--- src/rtl/muldiv_unit_if.sv ---
// Operand/request and register-file write-back signals of the multiply/divide unit.
// The master issues requests and receives writes; the unit itself is the slave.
interface MulDivIf;
  logic        start;
  logic        op;
  logic [2:0]  destAddr;
  logic [15:0] opA;
  logic [15:0] opB;
  logic        busy;
  logic        done;
  logic        divByZero;
  logic        write;
  logic [2:0]  wrAddr;
  logic [15:0] wrData;

  modport master (
    output start, op, destAddr, opA, opB,
    input  busy, done, divByZero, write, wrAddr, wrData
  );

  modport slave (
    input  start, op, destAddr, opA, opB,
    output busy, done, divByZero, write, wrAddr, wrData
  );
endinterface

--- src/rtl/muldiv_unit.sv ---
// Iterative 16x16 unsigned multiplier / 16/16 restoring divider.
// Results go back to the register file in two write cycles: the low word to destAddr, then the high word to R0.
module muldiv_unit (
  input  logic   clk,
  input  logic   reset,
  MulDivIf.slave bus
);

  typedef enum logic [2:0] {
    IDLE,
    MUL,
    DIV,
    WR_LO,
    WR_HI
  } stateT;

  stateT       state;
  stateT       nextState;

  logic        opReg;
  logic [2:0]  destReg;
  logic [15:0] aReg;
  logic [15:0] bReg;
  logic [4:0]  count;

  // hiReg/loReg hold {partial product, multiplier} or {remainder, quotient}.
  logic [15:0] hiReg;
  logic [15:0] loReg;

  logic        lastIter;
  logic        divisorZero;
  logic [16:0] mulSum;
  logic [16:0] divShift;
  logic        divFits;
  logic [15:0] divDiff;
  logic [15:0] divRem;

  assign lastIter    = (count == 5'd15);
  assign divisorZero = (bReg == 16'd0);

  // Shift-add step: add the multiplicand when the current multiplier bit is set, then shift right.
  assign mulSum = {1'b0, hiReg} + (loReg[0] ? {1'b0, aReg} : 17'd0);

  // Restoring step: bring in the next dividend bit and subtract only if the divisor fits.
  assign divShift = {hiReg, loReg[15]};
  assign divFits  = (divShift >= {1'b0, bReg});
  assign divDiff  = divShift[15:0] - bReg;
  assign divRem   = divFits ? divDiff : divShift[15:0];

  always_ff @(posedge clk or posedge reset) begin
    if (reset) begin
      state <= IDLE;
    end else begin
      state <= nextState;
    end
  end

  // A zero divisor spends a single DIV cycle to load the saturated result, then goes straight to write-back.
  always_comb begin
    nextState = state;
    case (state)
      IDLE: begin
        if (bus.start) begin
          nextState = bus.op ? DIV : MUL;
        end
      end
      MUL: begin
        if (lastIter) begin
          nextState = WR_LO;
        end
      end
      DIV: begin
        if (divisorZero || lastIter) begin
          nextState = WR_LO;
        end
      end
      WR_LO:   nextState = WR_HI;
      WR_HI:   nextState = IDLE;
      default: nextState = IDLE;
    endcase
  end

  always_ff @(posedge clk or posedge reset) begin
    if (reset) begin
      opReg   <= 1'b0;
      destReg <= 3'd0;
      aReg    <= 16'd0;
      bReg    <= 16'd0;
      count   <= 5'd0;
      hiReg   <= 16'd0;
      loReg   <= 16'd0;
    end else begin
      case (state)
        IDLE: begin
          if (bus.start) begin
            opReg   <= bus.op;
            destReg <= bus.destAddr;
            aReg    <= bus.opA;
            bReg    <= bus.opB;
            count   <= 5'd0;
            hiReg   <= 16'd0;
            loReg   <= bus.op ? bus.opA : bus.opB;
          end
        end
        MUL: begin
          hiReg <= mulSum[16:1];
          loReg <= {mulSum[0], loReg[15:1]};
          count <= count + 5'd1;
        end
        DIV: begin
          if (divisorZero) begin
            loReg <= 16'hFFFF;
            hiReg <= aReg;
          end else begin
            hiReg <= divRem;
            loReg <= {loReg[14:0], divFits};
            count <= count + 5'd1;
          end
        end
        default: begin
        end
      endcase
    end
  end

  // Outputs depend only on the state and datapath registers, never on the request inputs.
  always_comb begin
    bus.busy      = (state != IDLE);
    bus.write     = 1'b0;
    bus.wrAddr    = 3'd0;
    bus.wrData    = 16'd0;
    bus.done      = 1'b0;
    bus.divByZero = 1'b0;
    case (state)
      WR_LO: begin
        bus.write  = 1'b1;
        bus.wrAddr = destReg;
        bus.wrData = loReg;
      end
      WR_HI: begin
        bus.write     = 1'b1;
        bus.wrAddr    = 3'd0;
        bus.wrData    = hiReg;
        bus.done      = 1'b1;
        bus.divByZero = opReg && divisorZero;
      end
      default: begin
      end
    endcase
  end

endmodule
--- src/flat_wrapper.sv ---
// flat-port wrapper written by rule: the top's interface ports become plain ports
module muldiv_unit_flat 
  (clk, reset, bus_start, bus_op, bus_destAddr, bus_opA, bus_opB, bus_busy, bus_done, bus_divByZero, bus_write, bus_wrAddr, bus_wrData);
  MulDivIf bus_i ();
  input  logic clk;
  input  logic reset;
  input wire logic [$bits(bus_i.start)-1:0] bus_start;
  input wire logic [$bits(bus_i.op)-1:0] bus_op;
  input wire logic [$bits(bus_i.destAddr)-1:0] bus_destAddr;
  input wire logic [$bits(bus_i.opA)-1:0] bus_opA;
  input wire logic [$bits(bus_i.opB)-1:0] bus_opB;
  output wire logic [$bits(bus_i.busy)-1:0] bus_busy;
  output wire logic [$bits(bus_i.done)-1:0] bus_done;
  output wire logic [$bits(bus_i.divByZero)-1:0] bus_divByZero;
  output wire logic [$bits(bus_i.write)-1:0] bus_write;
  output wire logic [$bits(bus_i.wrAddr)-1:0] bus_wrAddr;
  output wire logic [$bits(bus_i.wrData)-1:0] bus_wrData;
  assign bus_i.start = bus_start;
  assign bus_i.op = bus_op;
  assign bus_i.destAddr = bus_destAddr;
  assign bus_i.opA = bus_opA;
  assign bus_i.opB = bus_opB;
  assign bus_busy = bus_i.busy;
  assign bus_done = bus_i.done;
  assign bus_divByZero = bus_i.divByZero;
  assign bus_write = bus_i.write;
  assign bus_wrAddr = bus_i.wrAddr;
  assign bus_wrData = bus_i.wrData;
  muldiv_unit u_core (.clk(clk), .reset(reset), .bus(bus_i));
endmodule
--- config.mk ---
export PLATFORM = sky130hd
export DESIGN_NAME = muldiv_unit_flat
export DESIGN_NICKNAME = d
export VERILOG_FILES = /design/src/rtl/muldiv_unit_if.sv /design/src/rtl/muldiv_unit.sv /design/src/flat_wrapper.sv
export SDC_FILE = /design/constraint.sdc
export NUM_CORES = 1
export LEC_CHECK = 0
export CAP_MARGIN = 5
export CORE_MARGIN = 2
export CORE_UTILIZATION = 35
export CTS_CLUSTER_SIZE = 20
export DETAILED_ROUTE_END_ITERATION = 8
export DONT_BUFFER_PORTS = 1
export PLACE_DENSITY = 0.45
export REMOVE_ABC_BUFFERS = 1
export SETUP_SLACK_MARGIN = 0.02
export SLEW_MARGIN = 20
export SYNTH_ARGS = -nofsm -noshare
export SYNTH_HDL_FRONTEND = slang
export SYNTH_SLANG_ARGS = --single-unit
--- constraint.sdc ---
create_clock -name clk -period 9 [get_ports clk]
set_input_delay 1.8 -clock clk [delete_from_list [all_inputs] [get_ports clk]]
set_output_delay 1.8 -clock clk [all_outputs]
set_load 0.01 [all_outputs]
Word-level counts from Yosys, hierarchy flattened. Index checks and enable logic that the tools add are counted.

Reductions and logical operators: 11. Multiplexer cells: 22. Order comparisons: 1. Equal/unequal tests: 9. Add/sub/neg operators: 3.

Operator list (count): 2-to-1 mux 16 bit (7); case mux 16 bit (3 select lines) (2); case mux 16 bit (2 select lines) (1); adder 16 x 17 -> 17 bit (1); greater-or-equal comparator 17 x 16 -> 1 bit (1); zero test 16 bit (1); subtractor 16 bit (1); case mux 5 bit (3 select lines) (1); 2-to-1 mux 3 bit (4); case mux 3 bit (4 select lines) (1); 2-to-1 mux 5 bit (2); equality test 3 x 2 -> 1 bit (second input constant) (2); AND reduction 3 bit (2); nonzero test 3 bit (2); adder 5 x 1 -> 5 bit (second input constant) (1); equality test 5 x 4 -> 1 bit (second input constant) (1); inequality test 2 x 1 -> 1 bit (second input constant) (2); inequality test 2 bit (second input constant) (2); AND reduction 2 bit (2); equality test 3 x 1 -> 1 bit (second input constant) (1); equality test 3 bit (second input constant) (1); zero test 3 bit (1); 2-to-1 mux 1 bit (3); 2-to-1 mux 2 bit (1); other kinds (3) (3).

Output and inout bits: 23. Input port bits: 39. Logic and storage cells: 54. Bits in registers: 76.

Depth between registers and ports, before layout.
Depth in word-level cells: 4. Mapped depth: 11. Mapped depth without buffers: 11.

Worst setup path before layout. Ideal clock, no wire load.

Path kind: register to output. Start: register u_core.state[2]. End: output port bus_wrData[10]. Required time: 7.200 ns. Slack: 5.432 ns. Path buffers: 2. Stages on the path, launching flop included: 5. Data arrival time: 1.768 ns. Path through: dfrtp_1 > clkbuf_1 > nor3b_1 > clkbuf_1 > a22o_1.

Longest elaborated chain between the ends: 2. Elaborated cells on any way between the ends: 3. Those cells by class: 2 x eq/ne; 1 x mux.

RTL lines: start, declared (RTL line muldiv_unit.sv:17) `stateT state;`; start signal, assigned (RTL line muldiv_unit.sv:54) `state <= nextState;`; equality test 3 bit or equality test 3 x 2 -> 1 bit (tied branches) (RTL line muldiv_unit.sv:134) `case (state)`; case mux 16 bit (2 select lines) (*) (RTL line muldiv_unit.sv:134); end, declared (RTL line flat_wrapper.sv:17) `output wire logic [$bits(bus_i.wrData)-1:0] bus_wrData;`.

Every way passes the cells marked *; elsewhere a longest branch is shown, timed or not.

Worst setup path in the final report.
Start: register u_core.state[1]. End: output port bus_wrData[5].

Same word-level chain as after synthesis.

==> run summary <==
Status = complete, no violations
Critical path arrival = 2.21 ns
Synthesis warning total = 0
I/O pins = 62
Final Wtd Congestion = 0.8584
Net Switching = 1206 uW
Hold Startpoint = u_core.opReg
Top_reg_cell synth = dfrtp_1
Critical path buffers and inverters = 2
Power density over the cells = 418.7 mW/mm^2
Setup violations, final = 0
Number of synthesized register bits = 76
Setup Skew = 0.007053 ns
Maxcap violations = 0
CTS tree = yes
Slew Limit Fails = 0
Cell Area, Placed = 0.005776 sq mm
Worst setup EP type = primary output
Async set or reset register ratio after synthesis = 100.0%
Initial Utilization = 35.32%
Vias in the first global route = 4685
CP max stage delay = 0.65 ns
Placeable Area = 0.01571 sq mm
Most frequent cells in the layout = dfrtp_1, o21ai_0, nand2_1
Die Height = 129.9 um
Dpl hpwl = 12650 um
Largest net degree at the start of global routing = 77
Fin. Hold Viols = 0
Sequence of cells on the critical path = inv_1, nor3b_2, buf_4, a22o_1
Min cycle time layout = 4.015 ns
Final Non-Filler Cells = 828
RSZ-0062 raised after global routing = false
EDFF count, synth = 0
Drt initial violations = 455
Avg Vias per Cell = 5.804
CP Data Required Time = 7.20 ns
Mapped cell area = 0.005549 sq mm
Antenna cells = 0
Mapped Avg Cell Area = 8.921 sq um
Port Buffers = 0
Comb power frac = 58.4%
Power Internal = 1333 uW
Die width = 129.9 um
Switch share = 47.50%
Worst flop-to-flop path endpoint = u_core.hiReg[15]
Max Fclk = 0.2491 GHz
Antenna-violating nets left = 0
Total negative setup slack = 0 ns
Finished Cell Area = 0.006065 sq mm
CTS H-tree depth = 3
TritonRoute pass-1 iters = 5
Seq/Total Area, Yosys = 34.27%
Worst hold slack = 0.4995 ns
First-pass GRT wire length = 27030 um
Worst-path fanout max = 11
Worst-Margin Slew = 0.7736 ns
Top delay family on crit path = simple AND/OR/NAND/NOR gates
Slowest-stage cell, CP = nor3b_2
Row cnt = 46
Num Clock Sinks = 76
Layout Nets = 682
Initial antenna violation count = 0
Hold Crit Depth = 1
Die area = 0.01688 sq mm
Clk_lat worst skew = 0.35 ns
Synthesis-to-layout area growth = 9.290%
Clk pwr share = 14.3%
Gr ovfl total = 0
Type of the worst setup path = flop to primary output
Hold Crit Endpoint = u_core.opReg
Root buf cell = clkbuf_16
DR vias = 4806
Post-CTS Hold Fix Bufs = 0
Setup Fix Bufs, Post-CTS = 0
Netlist cell types = 60
Layout cells sized above 1 = 10.13%
Placed Cells = 812
Worst R2R Setup Slack = 5.64 ns
Post-cts sizing count = 0
Maximum root-to-sink buffer count = 2
GRT Total Usage = 21.07%
Leakage = 0.002679 uW
Peak supply drop = 0.1568 mV
WL final = 17430 um
Seq pwr share = 27.2%
CTS Buf Count = 9
Period utilization = 44.61%
Startpoint Class = flop
Cells after Synth = 622
Hold Path Class = flop to flop
Residual DRC = 0
Worst r2r path cells = 10
Worst-path clk slew = 0.06 ns
Worst r2r src = u_core.loReg[0]
Relative slew slack = 48.20%
Leading cell type in the layout, fill and taps excluded = dfrtp_1
Number of fill cells = 1618
Avg WL per Cell = 21.04 um
-- sequential cells by signal, summed over array words and instances (netlist names) --
signal          flops
u_core.opReg        1
u_core.count        5
u_core.bReg        16
u_core.aReg        16
u_core.hiReg       16
u_core.state        3
u_core.destReg      3
u_core.loReg       16
-- cell families after synthesis --
family / synth area share, %
adder cells (fa/ha/maj): 8.388
XOR/XNOR: 3.315
multiplexers: 9.425
AO/OA/AOI/OAI: 24.76
buffers and inverters: 4.465
flip-flops: 34.27
AND/OR/NAND/NOR: 15.38
-- through the flow --
stage          total power [uW]  utilization (%)  setup slack, ns
6_report                   2539            38.60            4.985
3_5_place_dp               2173            36.76            5.318
4_1_cts                    2543            38.57            4.950
2_1_floorplan              1748                -            4.395
3_3_place_gp               2144            36.76            5.413
5_1_grt                    2755            38.60            4.872
-- worst reg2reg max path, stage by stage (launching register included) --
cell and delay [ns]:
dfrtp_1 0.62, and2_1 0.27, ha_1 0.21, fa_1 0.43, a21oi_1 0.19, o211a_1 0.23, nor2_1 0.08, or4b_1 0.52
a41oi_1 0.33, nor2_1 0.10, a211o_1 0.27
-- area by class of cell --
type,count,area [sq um],area share (%)
Clock buffer,11,232.7,3.837
Inverter,25,95.09,1.568
Multi-Input combinational cell,486,3441,56.74
Sequential cell,76,1902,31.36
Timing Repair Buffer,9,71.32,1.176
Tap cell,216,270.3,4.456
Clock inverter,5,52.55,0.8665
-- synthesized netlist by cell type (all sizes together) (4+ instances only) --
master / n / area share [%]
a21o: 8 / 1.1
nand2b: 10 / 1.1
a22oi: 20 / 2.7
ha: 34 / 7.7
nor2: 32 / 2.2
nor3b: 5 / 0.68
a21oi: 25 / 2.3
dfrtp: 76 / 34
o21ai: 80 / 7.4
and3: 7 / 0.79
mux2: 23 / 4.7
xnor2: 9 / 1.4
nand2: 60 / 4.1
a221oi: 4 / 0.63
xor2: 12 / 1.9
and2: 21 / 2.4
nor4: 4 / 0.45
a222oi: 7 / 1.3
clkbuf: 24 / 1.6
mux2i: 26 / 4.7
o31ai: 6 / 0.81
buf: 11 / 1.1
inv: 25 / 1.7
nand3: 8 / 0.72
a31oi: 8 / 1.0
a22o: 16 / 2.5
nor3: 11 / 0.99
a221o: 4 / 0.72
-- how the worst max path moves through the flow --
stage	start	end	slack, ns	cells after the start
6_report	u_core.state[1]	bus_wrData[5]	4.99	4
5_1_grt	u_core.state[1]	bus_wrData[4]	4.87	4
3_3_place_gp	u_core.state[1]	bus_wrData[0]	5.41	4
3_5_place_dp	u_core.state[1]	bus_wrData[4]	5.32	4
2_1_floorplan	bus_start	u_core.loReg[15]	4.39	4
4_1_cts	u_core.state[1]	bus_wrData[4]	4.95	4
-- power groups by stage --
stage               Sequential [uW]  Clock [uW]  Combinational (uW)
global placement                691           0                1450
detailed placement              694           0                1480
finish                          691         364                1480
CTS                             689         371                1480
global route                    714         383                1660
floorplan                       611           0                1140
-- layer usage --
metal	GRT usage, %	vias to the layer above	wire length (um)
li1	-	2269	-
met1	30.14	2375	8447
met3	3.772	22	981
met2	32.06	140	7670
met4	7.337	0	325
met5	0	-	0
Power figures use the tool's default switching activity.
==> edit 1, RTL diff (same flow settings) <==
Re-encode `stateT` (5 states) as Gray code, 3 bits wide.
--- a/src/rtl/muldiv_unit.sv
+++ b/src/rtl/muldiv_unit.sv
@@ -7,11 +7,11 @@
 );
 
   typedef enum logic [2:0] {
-    IDLE,
-    MUL,
-    DIV,
-    WR_LO,
-    WR_HI
+    IDLE  = 3'b000,
+    MUL   = 3'b001,
+    DIV   = 3'b011,
+    WR_LO = 3'b010,
+    WR_HI = 3'b110
   } stateT;
 
   stateT       state;
Function: same outputs for any inputs over 10 cycles, from zero or initial values and one cycle with reset high; not proved beyond that.
==> edit 1 against the original RTL <==
Global-route usage is 0.82 points lower. Worst hold slack got worse by 0.0021 ns. Sequential power fell by 1%. First-iteration DRC count decreased by 33%. Critical path depth grew 1. Count of clock-buffer cells in the layout increased by 1. Total power rose by 4.8%. Routed wire length is 1.8% lower. Cell count rose by 1.8%. Cell area increased by 2.1%. Setup slack lost 0.15 ns. Synthesized area is 2.1% higher. Sequential cell count unchanged.
==> edit 1: results (changes against the original RTL) <==
CTS
  – Setup bufs post-CTS: 0 (unchanged)
  – CTS buffer count: 9 (unchanged)
  – Worst-path clk slew: 0.06 ns (about the same)
  – Root Buffer: clkbuf_16
  – Post-CTS Resized: 0 (unchanged)
  – H-tree levels: 3 (unchanged)
  – Maximum clock insertion buffer count: 2 (unchanged)

Pwr
  – Max VDD drop: 0.000184 V (+17%)
  – Static leakage: 2.62 nW (-2.3%)

Drt
  – DR WL/cell: 20.3 um (-3.5%)
  – DR vias/cell: 5.64 (-2.9%)
  – Initial DRC Count: 304 (-33%)
  – Detailed-router iteration count before antenna repair: 6 (+1)

Setup path
  – Crit path max-delay family: simple AND/OR/NAND/NOR gates
  – Worst r2r dst: u_core.hiReg[13]$_DFFE_PP0P_
  – Register-to-register setup slack: 5.54 ns (-0.10 ns)
  – Crit-path slowest cell: nand2b_1
  – Crit-path max FO: 26 (+15)
  – Critical Path Max Stage Delay: 0.60 ns (-0.05 ns)
  – Crit path DAT: 2.37 ns (+0.16 ns)
  – Worst-case reg-to-reg path depth: 11 (+1)

Synthesis
  – Number of synthesis warnings: 0 (unchanged)
  – Synth cell count leaders: dfrtp_1 (76), nor2_1 (60), o21ai_0 (47)
  – Fraction of registers with async set/reset: 1.00 (unchanged)
  – Synth unique cells: 57 (-5.0%)
  – Main area contributors after synthesis: dfrtp_1 (34%), mux2i_1 (8.0%), ha_1 (7.5%)
  – Register area share after synthesis: 0.336 (-0.00697)
  – Main synth FF type: dfrtp_1
  – Post-Syn Area per Cell: 8.89 um^2 (-0.33%)

Placed design
  – Dpl cells: 827 (+1.8%)
  – Pre-CTS setup slack: 5.19 ns (-0.128 ns)
  – Dpl cell area: 0.00588 mm^2 (+1.9%)
  – GPL Wtd Cong: 0.886 (+3.3%)
  – HPWL after DPL: 12300 um (-2.5%)

Worst hold path
  – Hold path cells: 1 (unchanged)
  – WHS Endpoint: u_core.count[0]$_DFFE_PP0P_
  – Worst Hold Launch: u_core.count[0]$_DFFE_PP0P_
  – Worst hold-check path type: reg2reg

Timing
  – Final Slew Violations: 0 (unchanged)
  – Tcrit/Tclk final: 0.463 (+0.0168)
  – Slew @ Worst Pin: 1.10 ns (+0.328 ns)
  – Clock Skew: 0.00857 ns (+0.00151 ns)
  – WHS: 0.497 ns (-0.00215 ns)

GRT
  – Initial antenna violation count: 0 (unchanged)
  – Total Routing Usage GR: 0.202 (-0.00820)
  – Vias in the first global route: 4870 (+3.9%)
  – Largest net degree at the start of global routing: 77 (unchanged)
  – First-pass GRT wire length: 27400 um (+1.5%)

Final layout
  – Fraction of final layout cells sized beyond drive strength 1: 0.100 (-0.000829)
  – Nets@finish: 697 (+2.2%)
  – Final Non-Filler Cells: 843 (+1.8%)

Run status
  – Status: finished, final reports clean
## edit 1: cell count changes after synthesis, sizes merged, moves of 15 or more
cell / delta
nor2: +28
o21ai: -20
mux2i: +19
nor2b: +18
a21oi: +17
a22oi: -17
nand2: -17
a211oi: +16
a22o: -15
## edit 1: layout make-up
cell class                 count  area [um^2]
timing repair buffer           8         63.8
fill                        1591         9640
clock inverter                 4         47.5
multi-input combinational    497         3540
clock buffer                  12          256
sequential                    76         1900
inverter                      30          114
tap                          216          270
## edit 1: how the worst max path moves through the flow
stage,endpoint,startpoint
CTS,bus_divByZero,u_core.state[1]$_DFFE_PP0P_
floorplan,u_core.count[3]$_DFFE_PP0P_,bus_start
global placement,bus_divByZero,u_core.state[1]$_DFFE_PP0P_
finish,bus_divByZero,u_core.state[1]$_DFFE_PP0P_
global route,bus_divByZero,u_core.state[1]$_DFFE_PP0P_
detailed placement,bus_divByZero,u_core.state[1]$_DFFE_PP0P_
## edit 1: power breakdown
group	leakage (nW)	internal, mW	switching (mW)	total [mW]
clock	0.149	0.229	0.149	0.378
combinational	1.53	0.676	0.926	1.60
sequential	0.938	0.504	0.177	0.681
total	2.62	1.41	1.25	2.66
## edit 1: layer usage
metal  GRT usage  wire [um]
met3      0.0401        672
met2       0.339       8210
met1       0.265       7940
met4      0.0622        295
met5           0          0
## edit 1: logic make-up (layout without fill, tap and decap cells)
group                      after synthesis  count (layout)  share of synthesized area
xor gates and xnor gates                23              23                     0.0356
muxes                                   68              68                      0.125
AOI/OAI and AO/OA                      177             177                      0.211
buffers and inverters                   64              54                     0.0448
DFF                                     76              76                      0.336
adders and majority gates               36              36                     0.0822
and+or+nand+nor                        193             193                      0.166
==> edit 2, RTL diff (same settings) <==
Made on the original files. Make the reset (`reset`) synchronous in 2 clocked blocks.
--- a/src/rtl/muldiv_unit.sv
+++ b/src/rtl/muldiv_unit.sv
@@ -47,7 +47,7 @@
   assign divDiff  = divShift[15:0] - bReg;
   assign divRem   = divFits ? divDiff : divShift[15:0];
 
-  always_ff @(posedge clk or posedge reset) begin
+  always_ff @(posedge clk) begin
     if (reset) begin
       state <= IDLE;
     end else begin
@@ -80,7 +80,7 @@
     endcase
   end
 
-  always_ff @(posedge clk or posedge reset) begin
+  always_ff @(posedge clk) begin
     if (reset) begin
       opReg   <= 1'b0;
       destReg <= 3'd0;
Behaviour: differs if reset is asserted again (counterexample within 4 cycles, from zero or initial values and one cycle with reset high); with reset held inactive, the same outputs for 10 cycles.
==> edit 2 against the original RTL <==
Global-route usage grew 1.2 points. Sequential share of layout area shrank 4.8 points. First-iteration DRC count shrank 15%. Utilization grew 0.52 points. Maximum frequency grew 0.56%. Cell area shrank 5.5%. Sequential cell count is the same. Largest power group unchanged. Setup slack gained 0.022 ns. Total power shrank 14%. Clock skew is essentially flat. Routed wire length grew 1.7%. Synthesized area shrank 4.7%.
==> edit 2: results (changes against the original RTL) <==
Run status
  – Status: finished, final reports clean

Synthesis
  – Main area contributors after synthesis: dfxtp_1 (29%), ha_1 (8.0%), nand2_1 (7.3%)
  – Post-Syn Area per Cell: 7.74 um^2 (-13%)
  – Post-synth top area cell: dfxtp_1
  – Synthesized area: 0.00529 mm^2 (-4.7%)
  – Synth cell count leaders: nand2_1 (103), dfxtp_1 (76), a21oi_1 (64)

Pwr
  – Max VDD drop: 0.000176 V (+12%)

Drt
  – Met3 WL: 1030 um (+5.4%)
  – Total length of routed wires: 17700 um (+1.7%)
  – DR WL/cell: 20.9 um (-0.59%)

Placed design
  – Dpl cells: 831 (+2.3%)
  – Dpl cell area: 0.00542 mm^2 (-6.2%)
  – GPL Wtd Cong: 0.851 (-0.87%)

Final layout
  – # clk buffers: 10 (-1)
  – Repair and plain buffers: 6 (-3)
  – Final clock-cell share: 0.0540 (+0.00691)
  – Fill cells: 1507 (-6.9%)
  – Nets@finish: 733 (+7.5%)

GRT
  – Total Routing Usage GR: 0.223 (+0.0122)
  – Met2 usage: 0.349 (+0.0289)
  – Vias in the first global route: 4906 (+4.7%)

Timing
  – Slew @ Worst Pin: 1.11 ns (+0.334 ns)
  – WHS: 0.446 ns (-0.0532 ns)
  – Fin crit period: 3.99 ns (-0.0223 ns)

Setup path
  – Crit path DAT: 2.19 ns (-0.02 ns)
  – Crit-path max FO: 19 (+8)
==> edit 2: worst paths after layout <==
check                                                      end                            from  depth (start not counted)
worst max-delay path                             bus_divByZero    u_core.state[1]$_SDFFE_PP0P_                          4
worst min register to register  u_core.destReg[2]$_SDFFE_PP0P_  u_core.destReg[2]$_SDFFE_PP0P_                          2
worst max register to register   u_core.hiReg[11]$_SDFFE_PP0P_    u_core.loReg[0]$_SDFFE_PP0P_                         10
worst min-delay path            u_core.destReg[2]$_SDFFE_PP0P_  u_core.destReg[2]$_SDFFE_PP0P_                          2
==> edit 2: where the power goes <==
part / switching, mW / leakage, nW / internal (mW) / total (mW)
Combinational: 0.740 / 1.49 / 0.497 / 1.24
Sequential: 0.140 / 0.623 / 0.429 / 0.569
Clock: 0.160 / 0.142 / 0.224 / 0.385
==> edit 2: kinds of logic after synthesis <==
logic type,synth area share
fa+ha+maj,0.0880
flops,0.288
simple gates,0.206
buf+inv,0.0497
mux,0.0532
compound gates,0.275
xor+xnor,0.0397
